<file path="src/rtl/ksadd_operand_seq.sv">
// Operand sequencer and result register wrapped around a 16-bit Kogge-Stone adder.
// Operand beats enter stage A, pass through ksadd16b, and land in result stage B.
// The carry is chained across consecutive beats so wide adds can be issued LSW first.
// Optional feature macro: KSADD_OVF_EN adds out_ovf, the signed overflow of the full chained word.

module ksadd16b (
    input  logic k0, k1, k2, k3, k4, k5, k6, k7, k8, k9, k10, k11, k12, k13, k14, k15,
    input  logic t0, t1, t2, t3, t4, t5, t6, t7, t8, t9, t10, t11, t12, t13, t14, t15,
    input  logic cin,
    output logic s0, s1, s2, s3, s4, s5, s6, s7, s8, s9, s10, s11, s12, s13, s14, s15,
    output logic s16
);
    logic [15:0] k, t, p0, g0, p1, g1, p2, g2, p3, g3, g4, c;

    assign k = {k15, k14, k13, k12, k11, k10, k9, k8, k7, k6, k5, k4, k3, k2, k1, k0};
    assign t = {t15, t14, t13, t12, t11, t10, t9, t8, t7, t6, t5, t4, t3, t2, t1, t0};

    // Bit 0 generate absorbs cin, so g4[i] is the carry out of bit i.
    assign p0 = k ^ t;
    assign g0 = (k & t) | {15'b0, p0[0] & cin};
    assign g1 = g0 | (p0 & (g0 << 1));
    assign p1 = p0 & ((p0 << 1) | 16'h0001);
    assign g2 = g1 | (p1 & (g1 << 2));
    assign p2 = p1 & ((p1 << 2) | 16'h0003);
    assign g3 = g2 | (p2 & (g2 << 4));
    assign p3 = p2 & ((p2 << 4) | 16'h000F);
    assign g4 = g3 | (p3 & (g3 << 8));
    assign c  = {g4[14:0], cin};

    assign {s15, s14, s13, s12, s11, s10, s9, s8, s7, s6, s5, s4, s3, s2, s1, s0} = p0 ^ c;
    assign s16 = g4[15];
endmodule

module ksadd_operand_seq #(
    parameter int MAX_WORDS = 4
) (
    input  logic        clk,
    input  logic        rst_n,
    input  logic        in_valid,
    output logic        in_ready,
    input  logic [15:0] in_k,
    input  logic [15:0] in_t,
    input  logic        in_cin,
    input  logic        in_last,
    output logic        out_valid,
    input  logic        out_ready,
    output logic [15:0] out_sum,
    output logic        out_cout,
    output logic        out_last,
    output logic [3:0]  out_idx,
    output logic        err_trunc
`ifdef KSADD_OVF_EN
    ,
    output logic        out_ovf
`endif
);
    typedef enum logic {FIRST = 1'b0, CHAIN = 1'b1} state_t;

    state_t      state_q, state_d;
    logic        a_full_q, a_cin_q, a_last_q;
    logic [15:0] a_k_q, a_t_q;
    logic        carry_q;
    logic [3:0]  cnt_q;
    logic        b_vld_q, b_cout_q, b_last_q, err_q;
    logic [15:0] b_sum_q;
    logic [3:0]  b_idx_q;
    logic        a_move, accept;
    logic        add_cin, beat_last, forced;
    logic [3:0]  beat_idx;
    logic [15:0] sum_w;
    logic        cout_w;

    assign a_move   = a_full_q & (~b_vld_q | out_ready);
    assign in_ready = rst_n & (~a_full_q | a_move);
    assign accept   = in_valid & in_ready;

    // Stage A operand register: load on accept, empty when its beat moves on.
    always_ff @(posedge clk) begin
        if (!rst_n) begin
            a_full_q <= 1'b0;
            a_k_q    <= '0;
            a_t_q    <= '0;
            a_cin_q  <= 1'b0;
            a_last_q <= 1'b0;
        end else if (accept) begin
            a_full_q <= 1'b1;
            a_k_q    <= in_k;
            a_t_q    <= in_t;
            a_cin_q  <= in_cin;
            a_last_q <= in_last;
        end else if (a_move) begin
            a_full_q <= 1'b0;
        end
    end

    // Carry FSM state register plus the carry and word counter it owns.
    always_ff @(posedge clk) begin
        if (!rst_n) begin
            state_q <= FIRST;
            carry_q <= 1'b0;
            cnt_q   <= '0;
        end else begin
            state_q <= state_d;
            if (a_move) begin
                carry_q <= cout_w;
                cnt_q   <= beat_idx + 4'd1;
            end
        end
    end

    // Next state: a closing beat (explicit or forced) returns to FIRST.
    always_comb begin
        state_d = state_q;
        if (a_move) state_d = beat_last ? FIRST : CHAIN;
    end

    // FSM outputs: adder carry-in, word index and chain-close decision for the beat in A.
    always_comb begin
        add_cin  = a_cin_q;
        beat_idx = 4'd0;
        if (state_q == CHAIN) begin
            add_cin  = carry_q;
            beat_idx = cnt_q;
        end
        forced    = (beat_idx == 4'(MAX_WORDS - 1)) & ~a_last_q;
        beat_last = a_last_q | forced;
    end

    ksadd16b u_add (
        .k0(a_k_q[0]),   .k1(a_k_q[1]),   .k2(a_k_q[2]),   .k3(a_k_q[3]),
        .k4(a_k_q[4]),   .k5(a_k_q[5]),   .k6(a_k_q[6]),   .k7(a_k_q[7]),
        .k8(a_k_q[8]),   .k9(a_k_q[9]),   .k10(a_k_q[10]), .k11(a_k_q[11]),
        .k12(a_k_q[12]), .k13(a_k_q[13]), .k14(a_k_q[14]), .k15(a_k_q[15]),
        .t0(a_t_q[0]),   .t1(a_t_q[1]),   .t2(a_t_q[2]),   .t3(a_t_q[3]),
        .t4(a_t_q[4]),   .t5(a_t_q[5]),   .t6(a_t_q[6]),   .t7(a_t_q[7]),
        .t8(a_t_q[8]),   .t9(a_t_q[9]),   .t10(a_t_q[10]), .t11(a_t_q[11]),
        .t12(a_t_q[12]), .t13(a_t_q[13]), .t14(a_t_q[14]), .t15(a_t_q[15]),
        .cin(add_cin),
        .s0(sum_w[0]),   .s1(sum_w[1]),   .s2(sum_w[2]),   .s3(sum_w[3]),
        .s4(sum_w[4]),   .s5(sum_w[5]),   .s6(sum_w[6]),   .s7(sum_w[7]),
        .s8(sum_w[8]),   .s9(sum_w[9]),   .s10(sum_w[10]), .s11(sum_w[11]),
        .s12(sum_w[12]), .s13(sum_w[13]), .s14(sum_w[14]), .s15(sum_w[15]),
        .s16(cout_w)
    );

    // Stage B result register: load on a move, hold under back-pressure, drain on out_ready.
    always_ff @(posedge clk) begin
        if (!rst_n) begin
            b_vld_q  <= 1'b0;
            b_sum_q  <= '0;
            b_cout_q <= 1'b0;
            b_last_q <= 1'b0;
            b_idx_q  <= '0;
            err_q    <= 1'b0;
        end else begin
            if (a_move) begin
                b_vld_q  <= 1'b1;
                b_sum_q  <= sum_w;
                b_cout_q <= cout_w;
                b_last_q <= beat_last;
                b_idx_q  <= beat_idx;
            end else if (out_ready) begin
                b_vld_q <= 1'b0;
            end
            err_q <= err_q | (a_move & forced);
        end
    end

`ifdef KSADD_OVF_EN
    logic b_ovf_q;

    // Signed overflow of the whole chained word, reported only on its closing beat.
    always_ff @(posedge clk) begin
        if (!rst_n) begin
            b_ovf_q <= 1'b0;
        end else if (a_move) begin
            b_ovf_q <= beat_last & (a_k_q[15] == a_t_q[15]) & (sum_w[15] != a_k_q[15]);
        end
    end

    assign out_ovf = b_ovf_q;
`endif

    assign out_valid = b_vld_q;
    assign out_sum   = b_sum_q;
    assign out_cout  = b_cout_q;
    assign out_last  = b_last_q;
    assign out_idx   = b_idx_q;
    assign err_trunc = err_q;
endmodule

</file>
<file path="config.mk">
export PLATFORM = sky130hd
export DESIGN_NAME = ksadd_operand_seq
export DESIGN_NICKNAME = d
export VERILOG_FILES = /design/src/rtl/ksadd_operand_seq.sv
export SDC_FILE = /design/constraint.sdc
export NUM_CORES = 1
export LEC_CHECK = 0
export CELL_PAD_IN_SITES_DETAIL_PLACEMENT = 0
export CELL_PAD_IN_SITES_GLOBAL_PLACEMENT = 1
export CORE_MARGIN = 2
export CORE_UTILIZATION = 38
export DETAILED_ROUTE_END_ITERATION = 10
export GPL_TIMING_DRIVEN = 0
export PLACE_DENSITY_LB_ADDON = 0.1
export SLEW_MARGIN = 20
export SYNTH_ARGS = -nofsm -noshare
export SYNTH_HDL_FRONTEND = slang
export SYNTH_SLANG_ARGS = --single-unit
</file>
<file path="constraint.sdc">
create_clock -name clk -period 3.5 [get_ports clk]
set_input_delay 0.7 -clock clk [delete_from_list [all_inputs] [get_ports clk]]
set_output_delay 0.7 -clock clk [all_outputs]
set_load 0.03 [all_outputs]
</file>
Yosys cells after proc, flatten, opt, wreduce, memory -nomap -nowiden
Index checks and enable logic that the tools add are counted.
- bits in registers: 64
- memories kept: 0
- bits of input ports: 38
- output and inout port bits: 25
- memory bits (writable): 0
- latch bits: 0
- ROM bits: 0
- logic and storage cells: 52
- $lt $le $gt $ge: 0
- bitwise operators: 28
- $add $sub $neg: 1
- reduce and logical (&&, ||, !) cells: 2
- equality and inequality tests: 1
- multiplexer cells: 7
- multiply operators: 0
- shift-type cells: 0
- divide/modulo/power cells: 0
- operators by type and width (cell ; count):
    $and 16x16->16 ; 8
    $or 16x16->16 ; 4
    $xor 16x16->16 ; 2
    $or 16x1->16 ; 1
    $and 1x1->1 ; 6
    $mux 1 ; 6
    $add 4x1->4 const B ; 1
    $eq 4x2->1 const B ; 1
    $mux 4 ; 1
    $or 1x1->1 ; 4
    $reduce_bool 2->1 ; 2
    $not 1->1 ; 3

Depth between registers and ports, before layout
- depth after elaboration: 12
- mapped depth: 10
- gate-level depth less buffers: 9

Modules after synthesis
A second synthesis with hierarchy kept.
- cell total of the unflattened synthesis: 396
- area total of the unflattened synthesis: 3383.2 um^2
- by module, submodules not included (module ; area each (um^2) ; sequential area each (um^2) ; times used ; cells each):
    ksadd_operand_seq ; 2593.7 ; 1281.2 ; 1 ; 292
    ksadd16b ; 789.5 ; 0.0 ; 1 ; 104

Worst setup path before layout
OpenSTA, ideal clock, no wires.
- path kind: reg2reg
- start point: register state_q
- end point: register b_sum_q[12] (netlist: out_sum[12])
- data arrival time: 2.627 ns
- cell stages (with the launch flop): 11
- clock period less this slack: 2.747 ns
- buffers on the path: 1
- library setup time: 0.120 ns
- data required time: 3.380 ns
- path slack: 0.753 ns
- cell sequence: dfxtp_1 > clkbuf_1 > mux2_2 > fa_1 > inv_1 > fa_1 > and2b_4 > o21a_1 > o21a_1 > o211a_1 > a211o_1
- cells in the longest elaborated chain, start to end: 11
- RTL lines (item ; RTL line ; source):
    start: declaration ; 59 ; state_t state_q, state_d;
    start signal: assignment ; 103 ; state_q <= state_d;
    $mux 1 ; 121 ; if (state_q == CHAIN) begin
    $and 1x1->1 ; 20 ; assign g0 = (k & t) | {15'b0, p0[0] & cin};
    $or 16x1->16 ; 20 ;
    $and 16x16->16 ; 21 ; assign g1 = g0 | (p0 & (g0 << 1));
    $or 16x16->16 ; 21 ;
    $and 16x16->16 ; 23 ; assign g2 = g1 | (p1 & (g1 << 2));
    $or 16x16->16 ; 23 ;
    $or 16x16->16 ; 25 ; assign g3 = g2 | (p2 & (g2 << 4));
    $and 16x16->16 ; 27 ; assign g4 = g3 | (p3 & (g3 << 8));
    $or 16x16->16 ; 27 ;
    $xor 16x16->16 ; 30 ; assign {s15, s14, s13, s12, s11, s10, s9, s8, s7, s6, s5, s4, s3, s2, s1, s0} = p0 ^ c;
    end signal: assignment ; 158 ; b_sum_q <= sum_w;
    end: declaration ; 65 ; logic [15:0] b_sum_q;
No other way between the ends.
A chain may end at the register's enable or synchronous reset.

Worst setup path after layout
- start point: input rst_n
- end point: output in_ready
- cells in the longest elaborated chain, start to end: 1
- RTL lines (item ; RTL line ; source):
    start: declaration ; 38 ; input logic rst_n,
    $and 1x1->1 ; 74 ; assign in_ready = rst_n & (~a_full_q | a_move);
    end: declaration ; 40 ; output logic in_ready,
No other way between the ends.

==> flow_metrics.env <==
export IMPL_run_status="finished clean"
export IMPL_grtUsageTotal=0.204
export IMPL_synth_ff_type="sky130_fd_sc_hd__dfxtp_1"
export IMPL_initial_core_utilization=0.392
export IMPL_postSynthCellCount=401
export IMPL_cts_repair_timing_setup_buffer_count=0
export IMPL_nFillCells=829
export IMPL_cts_root_buf="sky130_fd_sc_hd__clkbuf_8"
export IMPL_final_slew_violations=0
export IMPL_yosysWarnings=0
export IMPL_critical_path_peak_fanout=9
export IMPL_route_antenna_remaining_nets=0
export IMPL_htree_levels=3
export IMPL_setup_violation_total_in_the_final_timing_report=0
export IMPL_maximum_vdd_drop_mv=0.221
export IMPL_placed_cells=568
export IMPL_layout_cells_non_filler=584
export IMPL_worst_setup_hold_path_clk_slew_ps=70
export IMPL_final_seq_area_mm2=0.00128
export IMPL_cts_root_to_sink_buffers=2
export IMPL_port_buffers=62
export IMPL_max_cap_check_violation_count=0
export IMPL_asyncSetResetFlopFracSynth=0
export IMPL_timing_fmax_mhz=310
export IMPL_gp_congestion=0.863
export IMPL_clock_skew_ps=13.0
export IMPL_worst_ep_arrival_time_ps=2530
export IMPL_tritoncts="done"
export IMPL_grt_antenna_before_repair=0
export IMPL_vias=3056
export IMPL_globalRoute_totalOverflow=0
export IMPL_worst_slew_margin_rel=0.634
export IMPL_worst_setup_path_start_kind="input pin"
export IMPL_wl_per_cell_um=14.8
export IMPL_netlist_top_cells_area="sky130_fd_sc_hd__dfxtp_1, sky130_fd_sc_hd__nand2_1, sky130_fd_sc_hd__nand3_1"
export IMPL_post_route_drc_count=0
export IMPL_clock_latency_ps=350
export IMPL_synth_seq_area_share=0.400
export IMPL_via_count_of_the_first_global_routing_pass=2987
export IMPL_yosysTopAreaCellShare=0.400
export IMPL_worstPathRequired_ps=2800
export IMPL_leakage_power_figure_nw=1.78
export IMPL_dieHeight_um=95.8
export IMPL_cts_sink_count=64
export IMPL_fin_nets=530
export IMPL_global_route_wire_length_before_repair_um=14400
export IMPL_finalCritPeriodShare=0.922
export IMPL_synth_edf_count=0
export IMPL_timing_setup_critical_path_class="input pin to output pin"
export IMPL_core_rowCount=33
export IMPL_top_level_ports=63
export IMPL_postSynthAreaPerCell_um2=7.99
export IMPL_worst_slew_pin_transition_ps=549
export IMPL_timing_hold_violations_final=0
export IMPL_grt_setup_unrepaired="no"
export IMPL_hold_path_class="flop to flop"
export IMPL_ys_seq_elements=64
export IMPL_synth_top_area_cell="sky130_fd_sc_hd__dfxtp_1"
export IMPL_vias_per_cell=5.23
export IMPL_detailedRoute_firstPassIterationCount=4
export IMPL_chipWidth_um=95.8
export IMPL_layout_cell_share_with_drive_strength_beyond_1=0.0835
export IMPL_netlist_area_mm2=0.00320
export IMPL_syn_nets=457
export IMPL_design_core_area_mm2=0.00818
export IMPL_die_area_mm2=0.00918
export IMPL_grt_start_max_net_pins=13
export IMPL_routed_wirelength_um=8610
export IMPL_dp_hpwl_um=6590
export IMPL_layout_area_overhead_vs_synth_pct=30.6
export IMPL_tritoncts_buffer_count=9
export IMPL_detail_route_iter0_violations=103
export IMPL_timing_final_crit_period_ps=3230
export IMPL_ctsHoldBuffers=0
export IMPL_setup_worst_path_end_class="output pin"
export IMPL_power_density_cell_area_mw_per_mm2=446
export IMPL_ys_types=59
export IMPL_antenna_diode_count=0
export IMPL_timing_setup_tns_ps=0
export IMPL_post_cts_resized=0
export IMPL_multi_input_logic_area_mm2=0.00177
==> power breakdown <==
part	internal, mW	leakage [nW]	switching [mW]
Sequential	0.773	0.526	0.0285
Clock	0.424	0.117	0.308
Combinational	0.143	1.14	0.189
Total	1.34	1.78	0.526
==> Yosys cell counts (3+ instances only) <==
library cell / instances
sky130_fd_sc_hd__a211o_1: 4
sky130_fd_sc_hd__ha_1: 16
sky130_fd_sc_hd__dfxtp_1: 64
sky130_fd_sc_hd__nand3_1: 46
sky130_fd_sc_hd__a21oi_1: 30
sky130_fd_sc_hd__buf_2: 6
sky130_fd_sc_hd__clkbuf_1: 8
sky130_fd_sc_hd__o21a_1: 5
sky130_fd_sc_hd__inv_1: 10
sky130_fd_sc_hd__and2_1: 5
sky130_fd_sc_hd__o211ai_1: 4
sky130_fd_sc_hd__clkbuf_4: 3
sky130_fd_sc_hd__a211oi_1: 3
sky130_fd_sc_hd__nor2_1: 19
sky130_fd_sc_hd__nand4_1: 3
sky130_fd_sc_hd__and3_1: 3
sky130_fd_sc_hd__buf_1: 3
sky130_fd_sc_hd__o21ai_0: 13
sky130_fd_sc_hd__a21o_1: 4
sky130_fd_sc_hd__nor3_1: 7
sky130_fd_sc_hd__nand2_1: 95
sky130_fd_sc_hd__o31ai_1: 3
==> cells by family (layout without fill, tap and decap cells) <==
| group | Yosys count | in the layout | share of synthesized area |
|---|---|---|---|
| DFF | 64 | 64 | 0.400 |
| buffers and inverters | 34 | 112 | 0.0480 |
| and+or+nand+nor | 193 | 193 | 0.274 |
| adders and majority gates | 18 | 18 | 0.0750 |
| AOI/OAI and AO/OA | 88 | 88 | 0.191 |
| xor gates and xnor gates | 1 | 1 | 0.00273 |
| muxes | 3 | 3 | 0.00976 |
==> stage by stage <==
stage	hold slack [ps]	utilization	area [um2]	setup WS [ps]	power [mW]
final	449	0.512	4190	272	1.87
after global placement	440	0.484	3960	295	1.15
after detailed placement	443	0.484	3960	308	1.15
after floorplan	432	-	3200	753	1.02
after global routing	479	0.512	4190	139	1.96
after CTS	453	0.512	4190	286	1.88
==> cell usage in the layout (no fill, tap or decap), types with 5 or more instances in the layout <==
cell	netlist	layout
sky130_fd_sc_hd__dfxtp_1	64	64
sky130_fd_sc_hd__o21a_1	5	5
sky130_fd_sc_hd__and2_1	5	5
sky130_fd_sc_hd__nor3_1	7	7
sky130_fd_sc_hd__nand2_1	95	95
sky130_fd_sc_hd__inv_1	10	10
sky130_fd_sc_hd__a21oi_1	30	30
sky130_fd_sc_hd__o21ai_0	13	13
sky130_fd_sc_hd__clkbuf_1	8	8
sky130_fd_sc_hd__buf_2	6	6
sky130_fd_sc_hd__ha_1	16	16
sky130_fd_sc_hd__nand3_1	46	46
sky130_fd_sc_hd__clkbuf_8	0	10
sky130_fd_sc_hd__nor2_1	19	19
sky130_fd_sc_hd__clkdlybuf4s50_1	0	62
==> routing by layer <==
layer | track usage | vias to the layer above | share of wire
met5 | 0 | - | 0
li1 | - | 1559 | -
met1 | 0.276 | 1426 | 0.50
met4 | 0.0774 | 0 | 0.017
met3 | 0.0392 | 14 | 0.041
met2 | 0.322 | 57 | 0.44
==> path summary, 6_finish.rpt <==
check	from	to	slack, ps	cells after the start
hold / removal	out_sum[6]	out_sum[6]	450	2
setup / recovery	rst_n	in_ready	270	4
setup reg to reg	state_q	out_sum[4]	470	10
hold reg to reg	out_sum[6]	out_sum[6]	450	2
==> registers in the layout, indices dropped and copies added, names as in the netlist <==
signal     count
err_trunc      1
out_last       1
a_full_q       1
out_cout       1
out_idx        4
a_last_q       1
cnt_q          4
out_valid      1
a_k_q         16
a_t_q         16
out_sum       16
state_q        1
a_cin_q        1
==> worst max-delay path: stages <==
cell and delay (ps):
sky130_fd_sc_hd__clkdlybuf4s50_1 510, sky130_fd_sc_hd__clkinv_1 290, sky130_fd_sc_hd__a21oi_1 300, sky130_fd_sc_hd__clkdlybuf4s50_1 710
==> layout make-up <==
type	instances	area share
Sequential cell	64	0.306
Clock buffer	10	0.0329
Inverter	12	0.0108
Multi-Input combinational cell	303	0.423
Timing Repair Buffer	62	0.148
Tap cell	105	0.0314
Clock inverter	6	0.0218
Buffer	22	0.0260
(Power assumes the default switching activity.)
